File: config.mk
export PLATFORM = sky130hd
export DESIGN_NAME = adder_sched
export DESIGN_NICKNAME = d
export VERILOG_FILES = /design/src/rtl/calc_pkg.sv /design/src/rtl/rr_pick.sv /design/src/rtl/adder_sched.sv
export SDC_FILE = /design/constraint.sdc
export NUM_CORES = 1
export LEC_CHECK = 0
export CAP_MARGIN = 0
export CORE_AREA = 2 2 63 65
export CTS_CLUSTER_DIAMETER = 80
export DETAILED_ROUTE_END_ITERATION = 8
export DIE_AREA = 0 0 65 67
export MAX_ROUTING_LAYER = met4
export PLACE_DENSITY_LB_ADDON = 0.1
export SYNTH_ARGS = -nofsm -noshare
export SYNTH_HDL_FRONTEND = slang
export SYNTH_SLANG_ARGS = --single-unit
File: constraint.sdc
create_clock -name clk -period 2.1 [get_ports clk]
set_input_delay 0.42 -clock clk [delete_from_list [all_inputs] [get_ports clk]]
set_output_delay 0.42 -clock clk [all_outputs]
set_load 0.05 [all_outputs]
File: src/rtl/calc_pkg.sv
// calc_pkg: shared types and constants for the arithmetic-unit cluster.
package calc_pkg;
  typedef enum logic [2:0] {
    IDLE  = 3'd0,
    START = 3'd1,
    WAIT  = 3'd2,
    RUN   = 3'd3,
    DONE  = 3'd4
  } state_t;
  localparam int W_DEF   = 16;
  localparam int CL_CBRT = 0;
  localparam int CL_MUL  = 1;
  function automatic int idx_w(input int n);
    return n > 1 ? $clog2(n) : 1;
  endfunction
endpackage

File: src/rtl/rr_pick.sv
// rr_pick: combinational round-robin selector; search starts just after last.
module rr_pick import calc_pkg::*; #(
  parameter  int N  = 2,
  localparam int IW = idx_w(N)
) (
  input  logic [N-1:0]  req,
  input  logic [IW-1:0] last,
  output logic [IW-1:0] grant_idx,
  output logic          any
);
  // Walk from farthest to nearest so the closest requester after last wins.
  always_comb begin
    grant_idx = '0;
    for (int k = N; k >= 1; k--)
      if (req[(int'(last) + k) % N]) grant_idx = IW'((int'(last) + k) % N);
  end
  assign any = |req;
endmodule

File: src/rtl/adder_sched.sv
// adder_sched: grants the shared adder to one unit per job, starts it,
// muxes its operands for the whole job and acks completion or timeout.
module adder_sched import calc_pkg::*; #(
  parameter  int N   = 2,
  parameter  int W   = W_DEF,
  parameter  int TMO = 4,
  localparam int IW  = idx_w(N),
  localparam int TW  = $clog2(TMO + 1)
) (
  input  logic            clk,
  input  logic            rst,
  input  logic [N-1:0]    req,
  output logic [N-1:0]    ack,
  output logic [N-1:0]    err,
  output logic [N-1:0]    unit_start,
  input  logic [N-1:0]    unit_busy,
  input  logic [N*W-1:0]  unit_a,
  input  logic [N*W-1:0]  unit_b,
  output logic [W-1:0]    add_a,
  output logic [W-1:0]    add_b,
  output logic [IW-1:0]   owner,
  output logic            owner_vld
);
  state_t         state, state_n;
  logic [IW-1:0]  last, grant_idx;
  logic [TW-1:0]  tcnt;
  logic           abort, any, own_busy;
  logic [N-1:0]   own_oh;

  rr_pick #(.N(N)) u_pick (
    .req       (req),
    .last      (last),
    .grant_idx (grant_idx),
    .any       (any)
  );

  assign own_busy = unit_busy[owner];
  assign own_oh   = N'(1) << owner;

  always_comb begin
    state_n = state == IDLE  ? (any ? START : IDLE)
            : state == START ? WAIT
            : state == WAIT  ? (own_busy ? RUN : (tcnt == '0 ? DONE : WAIT))
            : state == RUN   ? (own_busy ? RUN : DONE)
            : IDLE;
  end

  // Busy is checked before the timeout, so a unit answering on the last
  // allowed WAIT cycle still runs normally.
  always_ff @(posedge clk or posedge rst) begin
    if (rst) begin
      state <= IDLE;
      owner <= '0;
      last  <= IW'(N - 1);
      tcnt  <= '0;
      abort <= 1'b0;
    end else begin
      state <= state_n;
      if (state == IDLE && any) owner <= grant_idx;
      if (state == START) tcnt <= TW'(TMO);
      else if (state == WAIT && !own_busy && tcnt != '0) tcnt <= tcnt - TW'(1);
      if (state == WAIT) abort <= !own_busy && tcnt == '0;
      if (state == DONE) last <= owner;
    end
  end

  assign owner_vld  = state != IDLE;
  assign unit_start = state == START ? own_oh : '0;
  assign ack        = state == DONE ? own_oh : '0;
  assign err        = (state == DONE && abort) ? own_oh : '0;
  assign add_a      = owner_vld ? unit_a[owner*W +: W] : '0;
  assign add_b      = owner_vld ? unit_b[owner*W +: W] : '0;
endmodule
==> out/metrics.csv <==
metric,value,unit
Syn-to-layout area delta,144,%
summed instance area of the synthesized netlist,998,um2
FMAX,0.508,GHz
count of port buffers added during placement,109,
number of CTS-inserted buffers,3,
number of design rule violations left after detail routing,0,
leading cell types by total area after synthesis,"mux2i_1, dfrtp_1, nor2_1",
Syn Inst Count,125,
clock period minus worst slack,1.97,ns
Antenna Nets Post-Route,0,
row count,22,
total negative setup slack,0,ns
total congestion overflow after global routing,0,
share of the synthesized area in compound gates (AO/OA/AOI/OAI),6.14,%
Clock transition at path regs,0.05,ns
Placer Congestion,0.772,
setup-violating endpoint count in the final report,0,
share of the synthesized area in the top cell type,32.1,%
count of pins over their slew limit,0,
r2r setup slk,0.40,ns
maximum vdd ir drop,0.00177,V
setup clock skew after layout,0.00209,ns
Slew headroom,76.0,%
share of final-layout standard cells stronger than drive strength 1,38.4,%
total power density per cell area,1810,mW/mm2
worst-case setup margin in the final layout,0.132,ns
maximum count of clock buffers along a single path,2,
number of H-tree branching levels,1,
share of the cycle needed by the critical path after routing,93.7,%
proportion of synthesized chip area in sequential cells,22.7,%
status,finished clean,
number of antenna violations at the first check in global routing,0,
Startpoint Class,flop,
Simple-Gate Fraction of Synth Area,27.3,%
hold violation total from the final report,0,
Worst Setup Slack post-DPL,0.255,ns
number of max-capacitance violations reported,0,
#FFs+latches synth,9,
combinational family with the most area after synthesis,multiplexers,
clock tree from TritonCTS,done,
Nets,305,
number of antenna repair diodes,0,
wire length of the first global-routing pass,6290,um
signal arrival time at the worst endpoint,1.55,ns
post-synthesis average cell area,7.99,um2
Die ar.,0.00436,mm2
horizontal extent of the die,65,um
worst hold path type,input port to asynchronous set/reset pin,
total number of vias,1264,
count of boundary I/O pins,110,
per-cell via count in the routed design,4.51,
Initial Utilization,27.7,%
Core Box Area,0.00361,mm2
net count after synthesis,197,
number of global-route vias before repair,1240,
start-to-end type of the worst setup path,flop to output port,
Cell variety after synth,29,
Total Routing Usage GR,19.7,%
setup repair after global routing missed its margin,false,
cell accounting for the most synthesized area,mux2i_1,
maximum number of pins on one net before global-route repair,36,
buffer cell driving the clock tree root,clkbuf_8,
final routed wirelength across all metal layers,4050,um
average detailed-routed wire length per instance,14.5,um
die height,67,um
Worst-Margin Slew,0.359,ns
tightest hold margin,0.434,ns
DR pass1 iterations,4,
number of filler cells placed in the layout,298,
number of synthesis warnings,0,
adder and majority cell fraction of the synthesized area,2.51,%
element type at the critical path end,output port,
clock insertion delay at the later pin of the skew report,0.24,ns
Pleak,1.08,nW
worst endpoint required time,1.68,ns
total half-perimeter wirelength after legalization and detailed placement,3440,um
clock sink count,9,
mux contribution to synthesized area,34.3,%
hold_buf cts,0,
Iter 0 DRT Violations,40,
XOR/XNOR Fraction of Synth Area,0.877,%
highest fanout seen on the critical path,14,
-- per-layer routing --
layer | global-route usage (%) | routed length (um) | up-vias
met3 | 4.05 | 332 | 8
met5 | - | 0 | -
met1 | 21.7 | 1630 | 564
li1 | - | - | 635
met4 | 10.1 | 99 | 0
met2 | 33.9 | 1990 | 57
-- worst max-delay path, stage by stage, from the launching register on --
cell	delay (ns)
dfrtp_2	0.56
buf_4	0.29
mux2i_1	0.24
nor2_2	0.07
buf_12	0.15
-- synthesized netlist by cell type (all sizes together) --
master,number
a22o,1
inv,4
buf,5
a32o,1
nor2b,2
and2,2
nor2,40
nor3b,2
nor3,4
and3,1
mux2i,32
o21bai,1
clkbuf,5
or3b,1
nand2,4
ha,2
dfrtp,8
a311o,1
mux2,2
a211oi,1
nand2b,1
a21oi,2
a21boi,1
dfstp,1
xnor2,1
-- sequential cells by signal (all words and copies together), names as in the netlist --
| signal | count |
|---|---|
| abort | 1 |
| last | 1 |
| owner | 1 |
| state | 3 |
| tcnt | 3 |
-- placed cells by master (no fill, tap or decap), types with 2 or more instances in the layout --
cell type        instances
clkdlybuf4s50_1         69
mux2i_1                 32
nor2_2                  32
buf_4                   23
buf_12                  21
nor2_1                   7
dfrtp_1                  6
nand2_1                  4
inv_1                    4
clkbuf_8                 3
nor3_4                   2
nor2b_1                  2
mux2_2                   2
nor3b_1                  2
a21oi_1                  2
and2_1                   2
ha_1                     2
dfrtp_2                  2
-- cell type report --
cell class	count	area [um2]	share of cell area, %
flip-flops and latches	9	229	9.40
well taps	48	60.1	2.47
multi-input cells	102	802	32.9
clock buffers	4	45.0	1.85
repair buffers	113	1280	52.7
inverters	4	15.0	0.617
-- repair_timing --
item | in CTS | in global routing
gates resized for setup | 0 | 1
buffers inserted | 0 | 0
setup endpoints to repair | 0 | 1
-- through the flow --
stage                     instance area [um2]  util, %  total power (W)  instances
after detailed placement                 2390     66.2          0.00424        276
after global placement                   2390     66.2          0.00418        276
after CTS                                2430     67.5          0.00446        280
after global routing                     2430     67.5          0.00462        280
final                                    2430     67.5          0.00441        280
after floorplan                          1080        -          0.00279        125
-- worst paths after layout --
path,cells after the start,endpoint,start
max in group asynchronous,2,last,rst
max,4,add_b[12],owner
min reg2reg,1,abort,abort
min in group clk,1,abort,abort
max reg2reg,4,tcnt[2],owner
min,2,tcnt[0],rst
-- report_power, final --
part           internal, W  switching [W]
Clock             0.000133      0.0000748
Combinational      0.00155        0.00226
Sequential        0.000262       0.000133
-- cells by family after synthesis --
family | Yosys count
AO/OA/AOI/OAI | 8
XOR/XNOR | 1
adder cells (fa/ha/maj) | 2
buffers and inverters | 14
flip-flops | 9
multiplexers | 34
AND/OR/NAND/NOR | 57
No activity file was read; power rests on OpenSTA's default activity.
